--- config.mk ---
export PLATFORM = sky130hd
export DESIGN_NAME = mbssoc_int_router
export DESIGN_NICKNAME = d
export VERILOG_FILES = /design/src/rtl/mbssoc_apic_pkg.sv /design/src/rtl/mbssoc_rr_arbiter.sv /design/src/rtl/mbssoc_int_router.sv
export SDC_FILE = /design/constraint.sdc
export NUM_CORES = 1
export LEC_CHECK = 0
export CORE_AREA = 4 4 105 107
export CTS_BUF_LIST = sky130_fd_sc_hd__clkbuf_8 sky130_fd_sc_hd__clkbuf_16
export CTS_CLUSTER_DIAMETER = 100
export CTS_CLUSTER_SIZE = 30
export DETAILED_ROUTE_END_ITERATION = 16
export DIE_AREA = 0 0 109 111
export PLACE_DENSITY = 0.94
export SYNTH_ARGS = -nofsm -noshare
export SYNTH_HDL_FRONTEND = slang
export SYNTH_HIERARCHICAL = 1
export SYNTH_SLANG_ARGS = --single-unit
--- constraint.sdc ---
create_clock -name clk -period 4.1 [get_ports clk]
set_input_delay 0.82 -clock clk [delete_from_list [all_inputs] [get_ports clk]]
set_output_delay 0.82 -clock clk [all_outputs]
set_load 0.005 [all_outputs]
--- src/rtl/mbssoc_apic_pkg.sv ---
// Shared definitions for the MBSsoc interrupt router and core-start controller.
package mbssoc_apic_pkg;

   localparam int unsigned CORE_NUM_DEF  = 2;
   localparam int unsigned SYSCODE_WIDTH = 4;

   typedef enum logic [SYSCODE_WIDTH-1:0] {
      SYS_NOP        = 4'd0,
      SYS_START_CORE = 4'd1
   } sys_code_e;

   typedef enum logic {
      CORE_IDLE = 1'b0,
      CORE_BUSY = 1'b1
   } core_state_e;

endpackage

--- src/rtl/mbssoc_rr_arbiter.sv ---
// Round-robin arbiter: one-hot grant, search starts at the slot after the last grant.
module mbssoc_rr_arbiter #(
   parameter int unsigned N = 2
) (
   input  logic         clk,
   input  logic         rst_n,
   input  logic [N-1:0] req,
   input  logic         advance,
   output logic [N-1:0] grant
);

   localparam int unsigned PW = (N > 1) ? $clog2(N) : 1;

   logic [PW-1:0] ptr_q;
   logic [PW-1:0] grant_idx;
   logic          found;

   always_comb begin
      int unsigned idx;
      grant     = '0;
      grant_idx = ptr_q;
      found     = 1'b0;
      for (int unsigned i = 0; i < N; i++) begin
         idx = (32'(ptr_q) + i) % N;
         if (!found && req[idx]) begin
            grant[idx] = 1'b1;
            grant_idx  = PW'(idx);
            found      = 1'b1;
         end
      end
   end

   always_ff @(posedge clk or negedge rst_n) begin
      if (!rst_n) begin
         ptr_q <= '0;
      end else if (advance && found) begin
         ptr_q <= (32'(grant_idx) == N - 1) ? '0 : grant_idx + 1'b1;
      end
   end

endmodule

--- src/rtl/mbssoc_int_router.sv ---
// Multi-core interrupt router with fixed-priority dispatch and serialised core-start syscalls.
module mbssoc_int_router
   import mbssoc_apic_pkg::*;
#(
   parameter int unsigned             SRC_NUM    = 8,
   parameter int unsigned             CORE_NUM   = CORE_NUM_DEF,
   parameter int unsigned             SRC_W      = $clog2(SRC_NUM),
   parameter int unsigned             ADDR_WIDTH = 32,
   parameter logic [ADDR_WIDTH-1:0]   BOOT_PC    = 112
) (
   input  logic                                  clk,
   input  logic                                  rst_n,
   input  logic [SRC_NUM-1:0]                    irq_src,
   output logic [SRC_NUM-1:0]                    src_ack,
   input  logic [CORE_NUM*SRC_NUM-1:0]           route_mask,
   input  logic [CORE_NUM-1:0]                   core_int_en,
   output logic [CORE_NUM-1:0]                   core_int,
   output logic [CORE_NUM*SRC_W-1:0]             core_int_id,
   input  logic [CORE_NUM-1:0]                   core_eoi,
   input  logic [CORE_NUM-1:0]                   sys_valid,
   input  logic [CORE_NUM*SYSCODE_WIDTH-1:0]     sys_code,
   input  logic [CORE_NUM*$clog2(CORE_NUM)-1:0]  sys_target,
   input  logic [CORE_NUM*ADDR_WIDTH-1:0]        sys_data,
   output logic [CORE_NUM-1:0]                   sys_ack,
   output logic [CORE_NUM*ADDR_WIDTH-1:0]        core_pc,
   output logic [CORE_NUM-1:0]                   core_start
);

   localparam int unsigned TW = $clog2(CORE_NUM);

   logic [SRC_NUM-1:0]     irq_q, pending_q, rise, src_clr, src_ack_q;
   logic [CORE_NUM-1:0]    src_elig [SRC_NUM];
   logic [CORE_NUM-1:0]    idle, disp_elig, core_grant;
   logic                   disp_valid;
   logic [SRC_W-1:0]       disp_src;
   core_state_e            state_q [CORE_NUM];
   core_state_e            state_d [CORE_NUM];
   logic [SRC_W-1:0]       int_id_q [CORE_NUM];

   logic                   sel_valid;
   logic [CORE_NUM-1:0]    sel_onehot, start_d, sys_ack_q, core_start_q;
   logic [SYSCODE_WIDTH-1:0] sel_code;
   logic [TW-1:0]          sel_target;
   logic [ADDR_WIDTH-1:0]  sel_data;
   logic [ADDR_WIDTH-1:0]  core_pc_q [CORE_NUM];

   assign rise = irq_src & ~irq_q;

   always_comb begin
      for (int unsigned c = 0; c < CORE_NUM; c++) begin
         idle[c] = (state_q[c] == CORE_IDLE);
      end
      for (int unsigned i = 0; i < SRC_NUM; i++) begin
         for (int unsigned c = 0; c < CORE_NUM; c++) begin
            src_elig[i][c] = idle[c] & core_int_en[c] & route_mask[c*SRC_NUM + i];
         end
      end
   end

   // A pending source with no eligible core is skipped so lower priorities still proceed.
   always_comb begin
      disp_valid = 1'b0;
      disp_src   = '0;
      disp_elig  = '0;
      src_clr    = '0;
      for (int unsigned i = 0; i < SRC_NUM; i++) begin
         if (!disp_valid && pending_q[i] && (|src_elig[i])) begin
            disp_valid = 1'b1;
            disp_src   = SRC_W'(i);
            disp_elig  = src_elig[i];
            src_clr[i] = 1'b1;
         end
      end
   end

   mbssoc_rr_arbiter #(
      .N (CORE_NUM)
   ) u_core_arb (
      .clk     (clk),
      .rst_n   (rst_n),
      .req     (disp_elig),
      .advance (disp_valid),
      .grant   (core_grant)
   );

   always_comb begin
      for (int unsigned c = 0; c < CORE_NUM; c++) begin
         state_d[c] = state_q[c];
         unique case (state_q[c])
            CORE_IDLE: if (core_grant[c]) state_d[c] = CORE_BUSY;
            CORE_BUSY: if (core_eoi[c])   state_d[c] = CORE_IDLE;
            default:   state_d[c] = CORE_IDLE;
         endcase
      end
   end

   // New edges win over the dispatch clear, so an event arriving in the dispatch cycle survives.
   always_ff @(posedge clk or negedge rst_n) begin
      if (!rst_n) begin
         irq_q     <= '0;
         pending_q <= '0;
         src_ack_q <= '0;
         for (int unsigned c = 0; c < CORE_NUM; c++) begin
            state_q[c]  <= CORE_IDLE;
            int_id_q[c] <= '0;
         end
      end else begin
         irq_q     <= irq_src;
         pending_q <= (pending_q & ~src_clr) | rise;
         src_ack_q <= src_clr;
         for (int unsigned c = 0; c < CORE_NUM; c++) begin
            state_q[c] <= state_d[c];
            if (core_grant[c]) int_id_q[c] <= disp_src;
         end
      end
   end

   // Requesters already acked this cycle still hold sys_valid and must not be re-served.
   always_comb begin
      sel_valid  = 1'b0;
      sel_onehot = '0;
      sel_code   = '0;
      sel_target = '0;
      sel_data   = '0;
      for (int unsigned i = 0; i < CORE_NUM; i++) begin
         if (!sel_valid && sys_valid[i] && !sys_ack_q[i]) begin
            sel_valid     = 1'b1;
            sel_onehot[i] = 1'b1;
            sel_code      = sys_code[i*SYSCODE_WIDTH +: SYSCODE_WIDTH];
            sel_target    = sys_target[i*TW +: TW];
            sel_data      = sys_data[i*ADDR_WIDTH +: ADDR_WIDTH];
         end
      end
      for (int unsigned c = 0; c < CORE_NUM; c++) begin
         start_d[c] = sel_valid && (sel_code == SYS_START_CORE) && (sel_target == TW'(c));
      end
   end

   always_ff @(posedge clk or negedge rst_n) begin
      if (!rst_n) begin
         sys_ack_q    <= '0;
         core_start_q <= '0;
         for (int unsigned c = 0; c < CORE_NUM; c++) begin
            core_pc_q[c] <= (c == 0) ? '0 : BOOT_PC;
         end
      end else begin
         sys_ack_q    <= sel_onehot;
         core_start_q <= start_d;
         for (int unsigned c = 0; c < CORE_NUM; c++) begin
            if (start_d[c]) core_pc_q[c] <= sel_data;
         end
      end
   end

   always_comb begin
      core_int    = '0;
      core_int_id = '0;
      core_pc     = '0;
      for (int unsigned c = 0; c < CORE_NUM; c++) begin
         core_int[c]                          = (state_q[c] == CORE_BUSY);
         core_int_id[c*SRC_W +: SRC_W]        = int_id_q[c];
         core_pc[c*ADDR_WIDTH +: ADDR_WIDTH]  = core_pc_q[c];
      end
   end

   assign src_ack    = src_ack_q;
   assign sys_ack    = sys_ack_q;
   assign core_start = core_start_q;

endmodule

==> results of run 1 <==
[worst paths after layout]
path / from / endpoint / slack [ns] / cells after the start
min reg2reg: irq_q[2] / pending_q[2] / 0.43 / 1
min in group clk: irq_q[2] / pending_q[2] / 0.43 / 1
max: core_int_en[1] / core_int_id[2] / 0.68 / 9
max in group asynchronous: rst_n / core_pc[33] / 2.90 / 2
max reg2reg: core_int[1] / core_int_id[2] / 1.15 / 8
min: rst_n / pending_q[6] / 0.39 / 1
[worst reg2reg max path: cells and delay by family (launching register included)]
| kind | cells | cell delay, ns |
|---|---|---|
| simple gates | 3 | 1.19 |
| compound gates | 3 | 0.61 |
| flops | 1 | 0.54 |
| mux | 1 | 0.34 |
| buf+inv | 1 | 0.17 |
[registers in the layout, summed over array words and instances, names as in the netlist]
register	flops
core_start	2
core_int_id	6
sys_ack	2
irq_q	8
pending_q	8
src_ack	8
u_core_arb/ptr_q	1
core_int	2
core_pc	64
[kinds of logic after synthesis]
kind of cell	count (synthesis)
AOI/OAI and AO/OA	85
buffers and inverters	28
DFF	101
muxes	70
and+or+nand+nor	60
[cell usage after synthesis, types with 3 or more instances]
master | count | share of area [%]
sky130_fd_sc_hd__and3b_1 | 4 | 0.76
sky130_fd_sc_hd__o21ai_0 | 13 | 1.4
sky130_fd_sc_hd__o22ai_1 | 5 | 0.68
sky130_fd_sc_hd__mux2_4 | 29 | 9.4
sky130_fd_sc_hd__buf_12 | 3 | 1.3
sky130_fd_sc_hd__a21boi_0 | 4 | 0.65
sky130_fd_sc_hd__nand4b_1 | 7 | 1.3
sky130_fd_sc_hd__inv_1 | 14 | 1.1
sky130_fd_sc_hd__nand2_1 | 12 | 0.97
sky130_fd_sc_hd__dfstp_2 | 3 | 1.7
sky130_fd_sc_hd__a21oi_1 | 6 | 0.65
sky130_fd_sc_hd__and2_1 | 5 | 0.68
sky130_fd_sc_hd__o211ai_1 | 3 | 0.49
sky130_fd_sc_hd__nor2b_1 | 3 | 0.41
sky130_fd_sc_hd__a22o_1 | 33 | 6.3
sky130_fd_sc_hd__and3_1 | 4 | 0.54
sky130_fd_sc_hd__mux2i_1 | 4 | 0.87
sky130_fd_sc_hd__o31ai_1 | 4 | 0.65
sky130_fd_sc_hd__nand4_1 | 3 | 0.41
sky130_fd_sc_hd__mux2_2 | 5 | 1.2
sky130_fd_sc_hd__dfrtp_1 | 98 | 53
sky130_fd_sc_hd__nor2_1 | 8 | 0.65
sky130_fd_sc_hd__mux2_1 | 32 | 7.8
sky130_fd_sc_hd__clkbuf_1 | 6 | 0.49
sky130_fd_sc_hd__a22oi_1 | 4 | 0.65
sky130_fd_sc_hd__buf_6 | 4 | 0.97
[layout make-up]
cell class	instances	area, um2
Timing Repair Buffer	197	1970
Clock buffer	11	151
Clock inverter	5	41.3
Multi-Input combinational cell	215	1920
Inverter	14	52.6
Sequential cell	101	2530
Fill cell	708	3300
Tap cell	136	170
[metal layers]
metal	wire (um)	up-vias
met3	1080	24
met4	242	0
met2	6420	170
li1	-	1668
met5	0	-
met1	5060	1792
[power groups by stage]
stage / clock [mW] / combinational, mW / sequential (mW)
floorplan: 0 / 0.627 / 1.47
global route: 0.672 / 1.55 / 1.52
finish: 0.611 / 1.43 / 1.48
global placement: 0 / 1.39 / 1.48
detailed placement: 0 / 1.43 / 1.50
CTS: 0.629 / 1.44 / 1.48
==> Flow_metrics.wiki, run 1 <==
{| class="wikitable"
! Metric !! Value
|-
| Status || finished clean
|-
| Setup Fix Bufs, Post-CTS || 0
|-
| Buf/Inv on CP || 2
|-
| Number of antenna violations at the first check in global routing || 0
|-
| Post-layout instance count excluding filler cells || 679
|-
| Worst-path cell with the longest stage delay || sky130_fd_sc_hd__or4_1
|-
| Net switching power || ~1.1 mW
|-
| Final global-route overflow total || 0
|-
| Count of synthesis-stage warnings from yosys || 6
|-
| Mean instance size in the synthesized netlist || 13.4 um2
|-
| Layout Skew || 0.00843 ns
|-
| Post-route minimum period || 3.42 ns
|-
| Clk network pwr share || 17.4%
|-
| Total CTS buffers || 9
|-
| Number of unique standard cell types used by synthesis || 50
|-
| Met1 Usage GRT || 25.5%
|-
| Internal || 2.41 mW
|-
| Floorplan row count || 37
|-
| Inst Count DP || 663
|-
| Final number of hold-violating endpoints || 0
|-
| Final-report setup violation count || 0
|-
| Hold Worst Slack || 0.387 ns
|-
| Initial core utilization || a little under half
|-
| Area share of xor/xnor cells in the synthesized design || 0%
|-
| Maximum number of pins on one net before global-route repair || 37
|-
| Delay-heaviest family, CP || simple AND/OR/NAND/NOR gates
|-
| Period Utilization, post-route || 83.4%
|-
| Post-placement worst setup slack || 0.332 ns
|-
| Final Slew Violations || 0
|-
| Number of nets in the layout || approximately 640
|-
| Mux share of post-synthesis cell area || 19.3%
|-
| Arithmetic-cell share of the synthesized area counting full adders, half adders and majority gates || 0%
|-
| Met3 Resource Use GR || 6.58%
|-
| Simple-gate share of the synthesized area || 8.44%
|-
| Leakage || approximately 3 nW
|-
| Maximum level of the CTS H-tree || 3
|-
| Critical Path Start Type || input port
|-
| Max Root-Sink Buffers || 2
|-
| 1st-pass router iterations || 4
|-
| Signed area change from the synthesized netlist to the final layout || 47.9%
|-
| CTS Sinks || 101
|-
| Switching Fraction || between 30% and 40%
|-
| Synthesized cell area || 4620 um2
|-
| Kind of end point of the critical path || flop
|-
| Peak per-stage delay on the critical path || 0.65 ns
|-
| Die Outline Area || 12100 um2
|-
| Series of cell instances along the critical path || clkdlybuf4s50_1, nand4b_1, nand4_1, or4_1, o211ai_1, o31a_1, a21boi_0, buf_4, mux2_2
|-
| Flip-flop and latch count after synthesis || roughly 100
|-
| Half-perimeter wire length after detailed placement || between 9 and 10 mm
|-
| Drc violations || 0
|-
| Clock input transition at the sequential cells of the worst setup and hold paths || around 0.10 ns
|-
| Max VDD drop || between 0.2 and 0.3 mV
|-
| Worst hold-check path type || input port to async pin
|-
| Synth async-reset ratio || 100%
|-
| Cell Pwr Density || approximately 510 nW/um2
|-
| Worst-Margin Slew || 0.554 ns
|-
| Post-synthesis sequential area ratio || 54.7%
|-
| Worst-case headroom to the max-slew limit || between 60% and 70%
|-
| Final standard cell utilization of the core || 67.5%
|-
| Clock latency of the later-clocked register in the worst-skew pair || 0.36 ns
|-
| 1st-iter DRT viols || 116
|-
| Highest clock rate || 293 MHz
|-
| CTS Hold Bufs || 0
|-
| Flop pwr share || 42.1%
|-
| RD Place Congestion || approximately 0.85
|-
| Setup repair after global routing missed its margin || no
|-
| Y dimension of the die || ~110 um
|-
| Largest family of logic cells by synthesized area || multiplexers
|-
| Number of vias in the routed layout || 3654
|-
| Busiest layer in global routing || met2
|-
| Predominant post-synthesis flop cell || sky130_fd_sc_hd__dfrtp_1
|-
| Vias per cell || 5.38
|-
| Share of post-route cells with drive strength above 1 || 12.5%
|-
| Horizontal extent of the die || 109 um
|-
| Area of the core || about 10000 um2
|-
| Most frequent cells in the layout || 188 x sky130_fd_sc_hd__clkdlybuf4s50_1, 98 x sky130_fd_sc_hd__dfrtp_1, 33 x sky130_fd_sc_hd__a22o_1, 32 x sky130_fd_sc_hd__mux2_1, 29 x sky130_fd_sc_hd__mux2_4
|-
| Share of total power in combinational logic || 40.5%
|-
| Complex-gate fraction of the synthesized area || 13.5%
|-
| Post-CTS Resized || 0
|-
| Post-Place Cell Area || around 6600 um2
|-
| Met2 layer usage reported by global route || between 30% and 40%
|-
| Routed wire length || 12.8 mm
|-
| Routed len/inst || 18.9 um
|-
| Critical Path AT || roughly 3.7 ns
|-
| Data required time at the worst endpoint || 4.34 ns
|-
| Commonest non-fill, non-tap cell in the layout || sky130_fd_sc_hd__clkdlybuf4s50_1
|-
| CTS tree || built
|-
| Root buf cell || sky130_fd_sc_hd__clkbuf_8
|-
| Global routing usage summed across all routing layers || 21.2%
|-
| Synth Instances || 344
|-
| Count of antenna-violating nets left after detailed routing || 0
|-
| Maximum fanout encountered on the critical timing path || 8
|-
| Start-to-end type of the worst setup path || input port to flop
|-
| Setup WS post-layout || 0.682 ns
|-
| Number of flops mapped to enable cells by yosys || 0
|-
| Maximum Capacitance Violations || 0
|-
| Pwr Total || 3.52 mW
|-
| Total inserted antenna cells || 0
|-
| Count of input and output buffers || 189
|-
| TNS Setup || 0 ns
|-
| First-pass GRT wire length || roughly 20 mm
|-
| Post-Layout Inst Area || around 7000 um2
|-
| Synthesized netlist net count || 450
|-
| Vias in the first global route || 3889
|-
| Number of placed I/O pins || 190
|}
Note: power is estimated with default switching activity, not from simulation.
==> inputs of run 2 (changes only) <==
CORE_AREA = 4 4 109 111   (was 4 4 105 107)
DIE_AREA = 0 0 113 115   (was 0 0 109 111)
PLACE_DENSITY = 0.88   (was 0.94)
clock period = 3.3 ns   (was 4.1 ns; I/O delays follow)
==> Flow_metrics.wiki, run 2 (synthesized netlist as in run 1, its figures left out) <==
{| class="wikitable"
! Metric !! Value
|-
| Final global-route overflow total || 0 (unchanged)
|-
| Most frequent cells in the layout || 188 x sky130_fd_sc_hd__clkdlybuf4s50_1, 98 x sky130_fd_sc_hd__dfrtp_1, 33 x sky130_fd_sc_hd__a22o_1, 32 x sky130_fd_sc_hd__mux2_1, 29 x sky130_fd_sc_hd__mux2_4 (unchanged)
|-
| Period Utilization, post-route || 90.5%
|-
| Worst-path cell with the longest stage delay || sky130_fd_sc_hd__clkdlybuf4s50_1 (was sky130_fd_sc_hd__or4_1)
|-
| Worst flop-to-flop path startpoint || core_int[0] (was core_int[1])
|-
| Maximum fanout encountered on the critical timing path || 6 (was 8)
|-
| Number of placed I/O pins || 190 (unchanged)
|-
| Count of input and output buffers || 189 (unchanged)
|-
| Signed area change from the synthesized netlist to the final layout || 51.8% (was 47.9%)
|-
| Horizontal extent of the die || 113 um (was 109 um)
|-
| Number of nets in the layout || 665 (was 644)
|-
| Max Root-Sink Buffers || 2 (unchanged)
|-
| CTS tree || built (unchanged)
|-
| Post-Layout Inst Area || 7020 um2 (was 6840 um2)
|-
| Worst hold-check path type || input port to async pin (unchanged)
|-
| Worst-Margin Slew || 0.722 ns (was 0.554 ns)
|-
| Initial core utilization || 42.8% (was 45.6%)
|-
| Maximum number of pins on one net before global-route repair || 57 (was 37)
|-
| Y dimension of the die || 115 um (was 111 um)
|-
| Number of antenna violations at the first check in global routing || 0 (unchanged)
|-
| Root buf cell || sky130_fd_sc_hd__clkbuf_8 (unchanged)
|-
| Kind of end point of the critical path || flop (unchanged)
|-
| CTS Sinks || 101 (unchanged)
|-
| Setup Fix Bufs, Post-CTS || 0 (unchanged)
|-
| Most prevalent standard cell on the critical path || sky130_fd_sc_hd__buf_4
|-
| Setup repair after global routing missed its margin || no (unchanged)
|-
| Clock latency of the later-clocked register in the worst-skew pair || 0.36 ns (about the same)
|-
| Vias per cell || 5.28 (was 5.38)
|-
| Worst reg-to-reg path cell count || 9 (was 8)
|-
| Delay-heaviest family, CP || compound AO/OA/AOI/OAI gates (was simple AND/OR/NAND/NOR gates)
|-
| Commonest non-fill, non-tap cell in the layout || sky130_fd_sc_hd__clkdlybuf4s50_1 (unchanged)
|-
| Drc violations || 0 (unchanged)
|-
| Layout Skew || 0.0132 ns (was 0.00843 ns)
|-
| Buf/Inv on CP || 3 (was 2)
|-
| Series of cell instances along the critical path || clkdlybuf4s50_1, buf_4, nand4b_1, o21ai_1, or4_1, o211ai_1, o31a_1, a21boi_1, buf_4, mux2i_1, o21ai_0 (was clkdlybuf4s50_1, nand4b_1, nand4_1, or4_1, o211ai_1, o31a_1, a21boi_0, buf_4, mux2_2)
|-
| Data required time at the worst endpoint || 3.54 ns (was 4.34 ns)
|-
| Setup slack of the most critical reg-to-reg path || 0.59 ns (was 1.15 ns)
|-
| Highest clock rate || 335 MHz
|-
| Total inserted antenna cells || 0 (unchanged)
|-
| 1st-iter DRT viols || 125 (was 116)
|-
| Leakage || 3.11 nW (was 3.01 nW)
|-
| First-pass GRT wire length || 21.5 mm (was 20.0 mm)
|-
| Number of filler instances in the final layout || 841 (was 708)
|-
| Peak per-stage delay on the critical path || 0.51 ns (was 0.65 ns)
|-
| Post-route minimum period || 2.99 ns
|-
| Crit Reg-Reg Endpoint || core_int_id[0] (was core_int_id[2])
|-
| Number of vias in the routed layout || 3714 (was 3654)
|-
| Final number of hold-violating endpoints || 0 (unchanged)
|-
| Post-Place Cell Area || 6820 um2 (was 6650 um2)
|-
| Critical Path AT || 3.22 ns (was 3.66 ns)
|-
| Floorplan row count || 38 (was 37)
|-
| Critical Path Start Type || input port (unchanged)
|-
| Clock input transition at the sequential cells of the worst setup and hold paths || 0.10 ns (about the same)
|-
| RD Place Congestion || 0.896 (was 0.851)
|-
| 1st-pass router iterations || 4 (unchanged)
|-
| Maximum level of the CTS H-tree || 3 (unchanged)
|-
| Max VDD drop || 0.318 mV (was 0.253 mV)
|-
| Start-to-end type of the worst setup path || input port to flop (unchanged)
|-
| CTS Hold Bufs || 0 (unchanged)
|-
| TNS Setup || 0 ns (unchanged)
|-
| Worst-case headroom to the max-slew limit || 51.9% (was 62.8%)
|-
| Count of antenna-violating nets left after detailed routing || 0 (unchanged)
|-
| Area of the core || 10800 um2 (was 10100 um2)
|-
| Routed wire length || 13.1 mm (was 12.8 mm)
|-
| Maximum Capacitance Violations || 0 (unchanged)
|-
| Routed len/inst || 18.6 um (was 18.9 um)
|-
| Cell Pwr Density || 645 nW/um2 (was 515 nW/um2)
|-
| Status || finished clean (unchanged)
|-
| Share of post-route cells with drive strength above 1 || 15.6% (was 12.5%)
|-
| Max FFs per register || 64 (unchanged)
|-
| Global routing usage summed across all routing layers || 20.8% (was 21.2%)
|-
| Vias in the first global route || 4055 (was 3889)
|-
| Final-report setup violation count || 0 (unchanged)
|-
| Die Outline Area || 13000 um2 (was 12100 um2)
|-
| Final Slew Violations || 0 (unchanged)
|-
| Total CTS buffers || 9 (unchanged)
|-
| Half-perimeter wire length after detailed placement || 10.1 mm (was 9.89 mm)
|}
run 2: through the flow:
stage          total power, mW  instances  util (%)  hold slack [ns]  setup slack (ns)
2_1_floorplan             2.61        344         -            0.364             0.374
6_report                  4.53        704      65.0            0.345             0.315
3_3_place_gp              3.70        688      63.2            0.404           -0.0479
5_1_grt                   4.84        704      65.0            0.393            0.0759
4_1_cts                   4.58        704      65.0            0.350             0.228
3_5_place_dp              3.75        688      63.2            0.411            -0.167
run 2: how the worst max path moves through the flow:
| stage | startpoint | to | slack (ns) | cells after the start |
|---|---|---|---|---|
| floorplan | route_mask[8] | core_int_id[2] | 0.37 | 7 |
| global placement | core_int_en[1] | core_int_id[0] | -0.05 | 11 |
| detailed placement | core_int_en[1] | core_int_id[0] | -0.17 | 11 |
| CTS | core_int_en[1] | core_int_id[0] | 0.23 | 11 |
| global route | core_int_en[1] | core_int_id[0] | 0.08 | 11 |
| finish | core_int_en[1] | core_int_id[0] | 0.31 | 11 |
run 2: repair_timing:
action | 4_1_cts | 5_1_grt
endpoints found under the setup margin | 0 | 1
endpoints found under the hold margin | 0 | 0
resized for setup | 0 | 1
run 2: area by class of cell:
class	count	area, um2	share of cell area (%)
Sequential cell	101	2530	36.1
Timing Repair Buffer	218	2140	30.6
Multi-Input combinational cell	215	1920	27.3
Tap cell	140	175	2.50
Clock buffer	9	124	1.76
Clock inverter	7	76.3	1.09
Inverter	14	52.6	0.749
run 2: report_power, final:
group | internal, mW | switching, mW | leakage [nW]
Sequential | 1.59 | 0.243 | 1.27
Combinational | 1.17 | 0.716 | 1.75
Clock | 0.355 | 0.449 | 0.0948
run 2: metal layers:
metal	vias up	track usage (%)	routed length (um)
met5	-	0	0
met4	0	5.69	240
met3	22	6.79	1160
met2	181	35.7	6560
met1	1803	25.5	5130
li1	1708	-	-
